`src/rtl/mult_arb_pkg.sv`:
```
// ----------------------------------------------------------------------------
// mult_arb_pkg
// Shared constants and types for the round-robin multiplier arbiter slice.
//   OPW       : operand width (8)
//   PRW       : product width (16)
//   MAX_NREQ  : largest supported requester count (8)
//   state_t   : sequencer FSM states
//   next_idx  : round-robin successor of a requester index
// ----------------------------------------------------------------------------
package mult_arb_pkg;

    localparam int OPW      = 8;
    localparam int PRW      = 16;
    localparam int MAX_NREQ = 8;

    typedef enum logic [1:0] {
        ST_IDLE  = 2'd0,
        ST_EXEC  = 2'd1,
        ST_EXEC2 = 2'd2,
        ST_RESP  = 2'd3
    } state_t;

    // Successor of idx in a ring of n requesters (n-1 wraps to 0).
    function automatic int next_idx(input int idx, input int n);
        return (idx + 1 >= n) ? 0 : idx + 1;
    endfunction

endpackage

```
`src/rtl/mult_8x8.sv`:
```
// ----------------------------------------------------------------------------
// mult_8x8
// Unsigned 8x8 array multiplier. Partial products are reduced with a chain of
// 3:2 carry-save compressors to a sum/carry pair, which a Kogge-Stone prefix
// adder resolves into the 16-bit product.
// Build option: MULT_PIPE_EN inserts one register between the compression
// stage and the final adder (adds a clk port, one cycle of latency).
//   clk   : clock (MULT_PIPE_EN builds only)
//   a, b  : 8-bit unsigned operands
//   p     : 16-bit unsigned product
// ----------------------------------------------------------------------------
module mult_8x8
    import mult_arb_pkg::*;
(
`ifdef MULT_PIPE_EN
    input  logic           clk,
`endif
    input  logic [OPW-1:0] a,
    input  logic [OPW-1:0] b,
    output logic [PRW-1:0] p
);

    logic [PRW-1:0] cs_s, cs_c;   // compressor outputs
    logic [PRW-1:0] ks_s, ks_c;   // final-adder inputs

    // Carry-save reduction of the partial-product array. The carry shifted
    // out of bit 15 is always zero because the product fits in 16 bits.
    always_comb begin
        logic [PRW-1:0] pp, ns, nc;
        cs_s = '0;
        cs_c = '0;
        pp   = '0;
        ns   = '0;
        nc   = '0;
        for (int i = 0; i < OPW; i++) begin
            pp   = PRW'(a & {OPW{b[i]}}) << i;
            ns   = cs_s ^ cs_c ^ pp;
            nc   = ((cs_s & cs_c) | (cs_s & pp) | (cs_c & pp)) << 1;
            cs_s = ns;
            cs_c = nc;
        end
    end

`ifdef MULT_PIPE_EN
    // NOTE: pure datapath pipeline register, no reset: it is always written
    // one cycle before the sequencer reads the product.
    always_ff @(posedge clk) begin
        ks_s <= cs_s;
        ks_c <= cs_c;
    end
`else
    assign ks_s = cs_s;
    assign ks_c = cs_c;
`endif

    // Kogge-Stone prefix over bits 0..PRW-2; g[k] ends as the carry out of
    // bit k, which is the carry into bit k+1.
    always_comb begin
        logic [PRW-2:0] g, pr, g_n, p_n;
        g   = ks_s[PRW-2:0] & ks_c[PRW-2:0];
        pr  = ks_s[PRW-2:0] ^ ks_c[PRW-2:0];
        g_n = g;
        p_n = pr;
        for (int d = 1; d < PRW - 1; d = d * 2) begin
            g_n = g;
            p_n = pr;
            for (int k = d; k < PRW - 1; k++) begin
                g_n[k] = g[k] | (pr[k] & g[k-d]);
                p_n[k] = pr[k] & pr[k-d];
            end
            g  = g_n;
            pr = p_n;
        end
        p = (ks_s ^ ks_c) ^ {g, 1'b0};
    end

endmodule

```
`src/rtl/mult_rr_arbiter_pick.sv`:
```
// ----------------------------------------------------------------------------
// mult_rr_pick
// Combinational round-robin picker: finds the first asserted valid bit
// starting at ptr and searching upward with wrap NREQ-1 -> 0.
//   valid [NREQ] : request vector
//   ptr   [IDW]  : highest-priority index (always < NREQ)
//   grant [NREQ] : one-hot grant, all zero when nothing is valid
//   idx   [IDW]  : index of the granted requester (0 when none)
//   any          : at least one request is valid
// ----------------------------------------------------------------------------
module mult_rr_pick
    import mult_arb_pkg::*;
#(
    parameter int NREQ = 4,
    parameter int IDW  = 2
) (
    input  logic [NREQ-1:0] valid,
    input  logic [IDW-1:0]  ptr,
    output logic [NREQ-1:0] grant,
    output logic [IDW-1:0]  idx,
    output logic            any
);

    always_comb begin
        int j;
        // NOTE: every output gets a default before the search loop, otherwise
        // the paths that find nothing would infer latches.
        grant = '0;
        idx   = '0;
        any   = 1'b0;
        j     = 0;
        for (int k = 0; k < NREQ; k++) begin
            j = int'(ptr) + k;
            if (j >= NREQ) j = j - NREQ;
            if (!any && valid[j]) begin
                any      = 1'b1;
                grant[j] = 1'b1;
                idx      = IDW'(j);
            end
        end
    end

endmodule

```
`src/rtl/mult_rr_arbiter.sv`:
```
// ----------------------------------------------------------------------------
// mult_rr_arbiter
// Round-robin arbiter and sequencer sharing one 8x8 multiplier between NREQ
// requesters. One operation in flight: IDLE grants/accepts, EXEC (and EXEC2
// when MULT_PIPE_EN is defined) computes, RESP holds the product until the
// consumer takes it. Synchronous active-low reset.
// Build option: MULT_PIPE_EN (pipelined multiplier, latency 3 instead of 2).
//   clk, rst_n              : clock, synchronous active-low reset
//   req_valid/req_ready     : per-requester operand handshake (ready one-hot)
//   req_a, req_b            : packed operands, requester i at [8i+7:8i]
//   rsp_valid/rsp_ready     : product handshake
//   rsp_p, rsp_id           : product and originating requester index
// ----------------------------------------------------------------------------
module mult_rr_arbiter
    import mult_arb_pkg::*;
#(
    parameter int NREQ = 4,
    parameter int IDW  = (NREQ > 1) ? $clog2(NREQ) : 1
) (
    input  logic               clk,
    input  logic               rst_n,
    input  logic [NREQ-1:0]    req_valid,
    output logic [NREQ-1:0]    req_ready,
    input  logic [OPW*NREQ-1:0] req_a,
    input  logic [OPW*NREQ-1:0] req_b,
    output logic               rsp_valid,
    input  logic               rsp_ready,
    output logic [PRW-1:0]     rsp_p,
    output logic [IDW-1:0]     rsp_id
);

    state_t           state;
    logic [IDW-1:0]   ptr;
    logic [IDW-1:0]   rid;
    logic [OPW-1:0]   op_a, op_b;
    logic [OPW-1:0]   sel_a, sel_b;
    logic [PRW-1:0]   prod;
    logic [NREQ-1:0]  grant;
    logic [IDW-1:0]   pick_idx;
    logic             pick_any;

    mult_rr_pick #(.NREQ(NREQ), .IDW(IDW)) u_pick (
        .valid (req_valid),
        .ptr   (ptr),
        .grant (grant),
        .idx   (pick_idx),
        .any   (pick_any)
    );

    // Operand slice of the picked requester.
    always_comb begin
        sel_a = '0;
        sel_b = '0;
        for (int i = 0; i < NREQ; i++) begin
            if (pick_idx == IDW'(i)) begin
                sel_a = req_a[OPW*i +: OPW];
                sel_b = req_b[OPW*i +: OPW];
            end
        end
    end

    // Grants are only offered in IDLE and never while reset is asserted.
    assign req_ready = (rst_n && state == ST_IDLE) ? grant : '0;
    assign rsp_id    = rid;

    mult_8x8 u_mul (
`ifdef MULT_PIPE_EN
        .clk (clk),
`endif
        .a   (op_a),
        .b   (op_b),
        .p   (prod)
    );

    // NOTE: sequential state uses non-blocking assignments so every register
    // samples the values from before the edge.
    always_ff @(posedge clk) begin
        if (!rst_n) begin
            state     <= ST_IDLE;
            ptr       <= '0;
            rid       <= '0;
            op_a      <= '0;
            op_b      <= '0;
            rsp_p     <= '0;
            rsp_valid <= 1'b0;
        end else begin
            case (state)
                ST_IDLE: begin
                    if (pick_any) begin
                        op_a  <= sel_a;
                        op_b  <= sel_b;
                        rid   <= pick_idx;
                        ptr   <= IDW'(next_idx(int'(pick_idx), NREQ));
                        state <= ST_EXEC;
                    end
                end
                ST_EXEC: begin
`ifdef MULT_PIPE_EN
                    state     <= ST_EXEC2;
`else
                    rsp_p     <= prod;
                    rsp_valid <= 1'b1;
                    state     <= ST_RESP;
`endif
                end
                ST_EXEC2: begin
                    rsp_p     <= prod;
                    rsp_valid <= 1'b1;
                    state     <= ST_RESP;
                end
                ST_RESP: begin
                    if (rsp_ready) begin
                        rsp_valid <= 1'b0;
                        state     <= ST_IDLE;
                    end
                end
                default: state <= ST_IDLE;
            endcase
        end
    end

endmodule

```
`config.mk`:
```
export PLATFORM = sky130hd
export DESIGN_NAME = mult_rr_arbiter
export DESIGN_NICKNAME = d
export VERILOG_FILES = /design/src/rtl/mult_arb_pkg.sv /design/src/rtl/mult_8x8.sv /design/src/rtl/mult_rr_arbiter_pick.sv /design/src/rtl/mult_rr_arbiter.sv
export SDC_FILE = /design/constraint.sdc
export NUM_CORES = 1
export LEC_CHECK = 0
export CORE_MARGIN = 2
export CORE_UTILIZATION = 35
export DETAILED_ROUTE_END_ITERATION = 6
export HOLD_SLACK_MARGIN = 0.12
export PLACE_DENSITY_LB_ADDON = 0.1
export SYNTH_ARGS = -nofsm -noshare
export SYNTH_HDL_FRONTEND = slang
export SYNTH_SLANG_ARGS = --single-unit
```
`constraint.sdc`:
```
create_clock -name clk -period 12.85 [get_ports clk]
set_input_delay 2.57 -clock clk [delete_from_list [all_inputs] [get_ports clk]]
set_output_delay 2.57 -clock clk [all_outputs]
set_load 0.02 [all_outputs]
```
==> results.txt <==
Result of the run: complete, no violations
Setup repair after global routing missed its margin: false
Worst path required time: 10280 ps
Routed vias: 3450
Hold_buf cts: 0
Clock input transition at the sequential cells of the worst setup and hold paths: 60 ps
Number of top-level pins: 94
Overall power after layout: 0.001006 W
Number of H-tree levels: 2
Final count of pins violating max slew: 0
Count of unique library cells instantiated by Yosys: 39
Syn_area_per_cell: 8.491 µm²
Total of fill cells in the finished design: 1143
Crit path launch type: input port
Library cell used as clock root buffer: sky130_fd_sc_hd__clkbuf_16
Number of global-route vias before repair: 3593
Total global-route track usage: 15.42%
Achievable frequency: 128.7 MHz
Buffers inserted by post-CTS timing repair: 0
Hold Fails Final Rpt: 0
Met2 capacity usage during global routing: 28.69%
Number of antenna-violating nets in the routed design: 0
Power Density: 193.4 nW/µm²
Number of nets in the finished design: 687
Post-Route Utilization: 45.74%
ANT cells: 0
Number of buffers created by CTS: 5
Area of the die: 12470 µm²
Die Span X: 111.7 µm
Maximum fanout along the worst path: 7
Number of placement rows: 39
Transition time at the pin with the least slew margin: 999.6 ps
Number of nets in the synthesized netlist: 618
Part of the Yosys area used for sequential elements: 19.24%
Arrival time of the worst setup path: 5200 ps
Synth warn: 0
Vias/cell: 4.993
Gp weighted congestion: 0.8447
Max transition margin: 33.22%
Initial standard-cell utilization of the core: 35.70%
DRC violation count after routing: 0
Final min period: 7770 ps
Relative area change from synthesis to final layout: 28.11%
Worst setup EP type: output port
Tcrit/Tclk final: 60.47%
Worst skew pair latency: 280 ps
Worst Path Class, Setup: in -> out
Leakage power: 2.290 nW
Avg WL per Cell: 13.61 µm
Post-CTS sizing: 0
Number of instances in the synthesized netlist: 478
Total congestion overflow: 0
Sum of negative setup slack: 0 ps
Max Buffers Root-to-Sink: 2
Register bit total from synthesis: 39
Post-synthesis instance area: 4059 µm²
Max-cap violations: 0
GR Util met3: 2.232%
Final Skew: 12.18 ps
Share of post-route cells with drive strength above 1: 2.920%
Most crowded layer after global routing: met2
Fraction of met1 tracks used by global routing: 18.76%
Share of the synthesized area in the top cell type: 21.21%
First-pass iteration count of the detailed router: 4
Area of the core region: 11370 µm²
Post-detailed-placement half-perimeter wirelength: 7.699 mm
Initial DRC Count: 159
Max rail drop VDD: 92.41 µV
Setup Viol. Count Final: 0
Die Height: 111.7 µm
Synth top area cells: sky130_fd_sc_hd__fa_1 21%, sky130_fd_sc_hd__dfxtp_1 19%, sky130_fd_sc_hd__ha_1 8.0%
Largest net degree at the start of global routing: 46
Total clock sinks: 39
Largest area contributor in the synthesized netlist: sky130_fd_sc_hd__fa_1
TritonCTS clock tree: yes
Global-route wire length before repair: 16.32 mm
Total detailed-routing wirelength: 9.402 mm
Path class of the lowest-slack min-delay path: reg -> reg
WHS: 477.4 ps
Initial antenna violation count: 0
Number of port buffers: 93
==> where the power goes <==
group          leakage (nW)  total, W  internal (W)  switching [W]
sequential            0.321  0.000250      0.000169      0.0000813
combinational          1.89  0.000629      0.000278       0.000352
clock                0.0741  0.000126     0.0000776      0.0000483
==> final timing paths <==
| check | end | depth (start not counted) | slack, ps | from |
|---|---|---|---|---|
| setup / recovery | req_ready[2] | 8 | 5080 | req_valid[2] |
| setup reg to reg | rsp_p[14] | 19 | 6970 | op_a[7] |
| hold / removal | rsp_p[0] | 2 | 480 | rsp_p[0] |
| hold reg to reg | rsp_p[0] | 2 | 480 | rsp_p[0] |
==> cell usage after synthesis <==
library cell,number
sky130_fd_sc_hd__nor3_1,4
sky130_fd_sc_hd__buf_1,2
sky130_fd_sc_hd__o211ai_1,18
sky130_fd_sc_hd__a21oi_1,29
sky130_fd_sc_hd__nand3_1,3
sky130_fd_sc_hd__o21bai_1,1
sky130_fd_sc_hd__mux2i_1,6
sky130_fd_sc_hd__and2_1,33
sky130_fd_sc_hd__buf_6,2
sky130_fd_sc_hd__o22ai_1,3
sky130_fd_sc_hd__buf_2,2
sky130_fd_sc_hd__o32ai_1,1
sky130_fd_sc_hd__ha_1,26
sky130_fd_sc_hd__clkbuf_1,28
sky130_fd_sc_hd__a22o_1,4
sky130_fd_sc_hd__o311ai_0,1
sky130_fd_sc_hd__nand2b_1,1
sky130_fd_sc_hd__and4b_1,1
sky130_fd_sc_hd__a22oi_1,19
sky130_fd_sc_hd__a21boi_0,1
sky130_fd_sc_hd__o211a_1,25
sky130_fd_sc_hd__nor2b_1,11
sky130_fd_sc_hd__a31oi_1,1
sky130_fd_sc_hd__nand3b_1,2
sky130_fd_sc_hd__dfxtp_1,39
sky130_fd_sc_hd__o21ai_0,10
sky130_fd_sc_hd__o311a_1,1
sky130_fd_sc_hd__mux2_2,2
sky130_fd_sc_hd__mux4_2,1
sky130_fd_sc_hd__nand2_1,71
sky130_fd_sc_hd__a21o_1,2
sky130_fd_sc_hd__xnor2_1,4
sky130_fd_sc_hd__nor4_4,1
sky130_fd_sc_hd__o31a_2,1
sky130_fd_sc_hd__nor3b_1,2
sky130_fd_sc_hd__nor2_1,22
sky130_fd_sc_hd__mux4_1,1
sky130_fd_sc_hd__inv_1,54
sky130_fd_sc_hd__fa_1,43
==> cell usage in the layout, fill, tap and decap left out, drive strengths merged, types with 3 or more instances in the layout <==
| master | Yosys | routed |
|---|---|---|
| dfxtp | 39 | 39 |
| mux2i | 6 | 6 |
| nor3 | 4 | 4 |
| clkbuf | 28 | 7 |
| a22o | 4 | 4 |
| buf | 6 | 3 |
| o211a | 25 | 25 |
| inv | 54 | 54 |
| a22oi | 19 | 19 |
| and2 | 33 | 33 |
| o22ai | 3 | 3 |
| nor2 | 22 | 22 |
| fa | 43 | 43 |
| clkdlybuf4s50 | 0 | 93 |
| nand3 | 3 | 3 |
| o211ai | 18 | 18 |
| ha | 26 | 26 |
| o21ai | 10 | 10 |
| a21oi | 29 | 29 |
| nor2b | 11 | 11 |
| nand2 | 71 | 71 |
| xnor2 | 4 | 4 |
==> cells by family after synthesis <==
family	Yosys count	synth area share, %
simple gates	151	17.91
compound gates	117	20.96
buf+inv	88	8.570
fa+ha+maj	69	29.22
flops	39	19.24
mux	10	3.237
xor+xnor	4	0.8630
==> sequential cells by signal (all words and copies together), names as in the netlist <==
signal,cells
rsp_p,16
op_a,8
op_b,8
ptr,2
rsp_id,2
state,2
rsp_valid,1
==> layout make-up <==
class,instances,area [µm²],area share (%)
multi-input cells,351,2933,56.40
well taps,143,178.9,3.441
clock inverters,1,8.758,0.1684
inverters,54,202.7,3.898
repair buffers,96,953.4,18.33
flip-flops and latches,39,780.7,15.01
clock buffers,7,142.6,2.743
==> routing by layer <==
| metal | up-vias | wire (µm) |
|---|---|---|
| met2 | 58 | 4802 |
| met4 | 0 | 155 |
| met1 | 1635 | 4211 |
| li1 | 1740 | - |
| met3 | 17 | 232 |
| met5 | - | 0 |
==> metrics by stage <==
step | worst slack [ps] | cell area, µm² | cells
after detailed placement | 5148 | 5049 | 683
after CTS | 5144 | 5200 | 691
after global placement | 5324 | 5049 | 683
after floorplan | 6317 | 4059 | 478
final | 5080 | 5200 | 691
after global routing | 4851 | 5200 | 691
==> worst max-delay path: stages <==
cell and delay, ps:
sky130_fd_sc_hd__clkdlybuf4s50_1 490, sky130_fd_sc_hd__mux2_2 340, sky130_fd_sc_hd__nor2_1 250, sky130_fd_sc_hd__nor2_1 190
sky130_fd_sc_hd__nor3_1 410, sky130_fd_sc_hd__a22oi_1 150, sky130_fd_sc_hd__a21oi_1 180, sky130_fd_sc_hd__clkdlybuf4s50_1 620
Power figures use the tool's default switching activity.
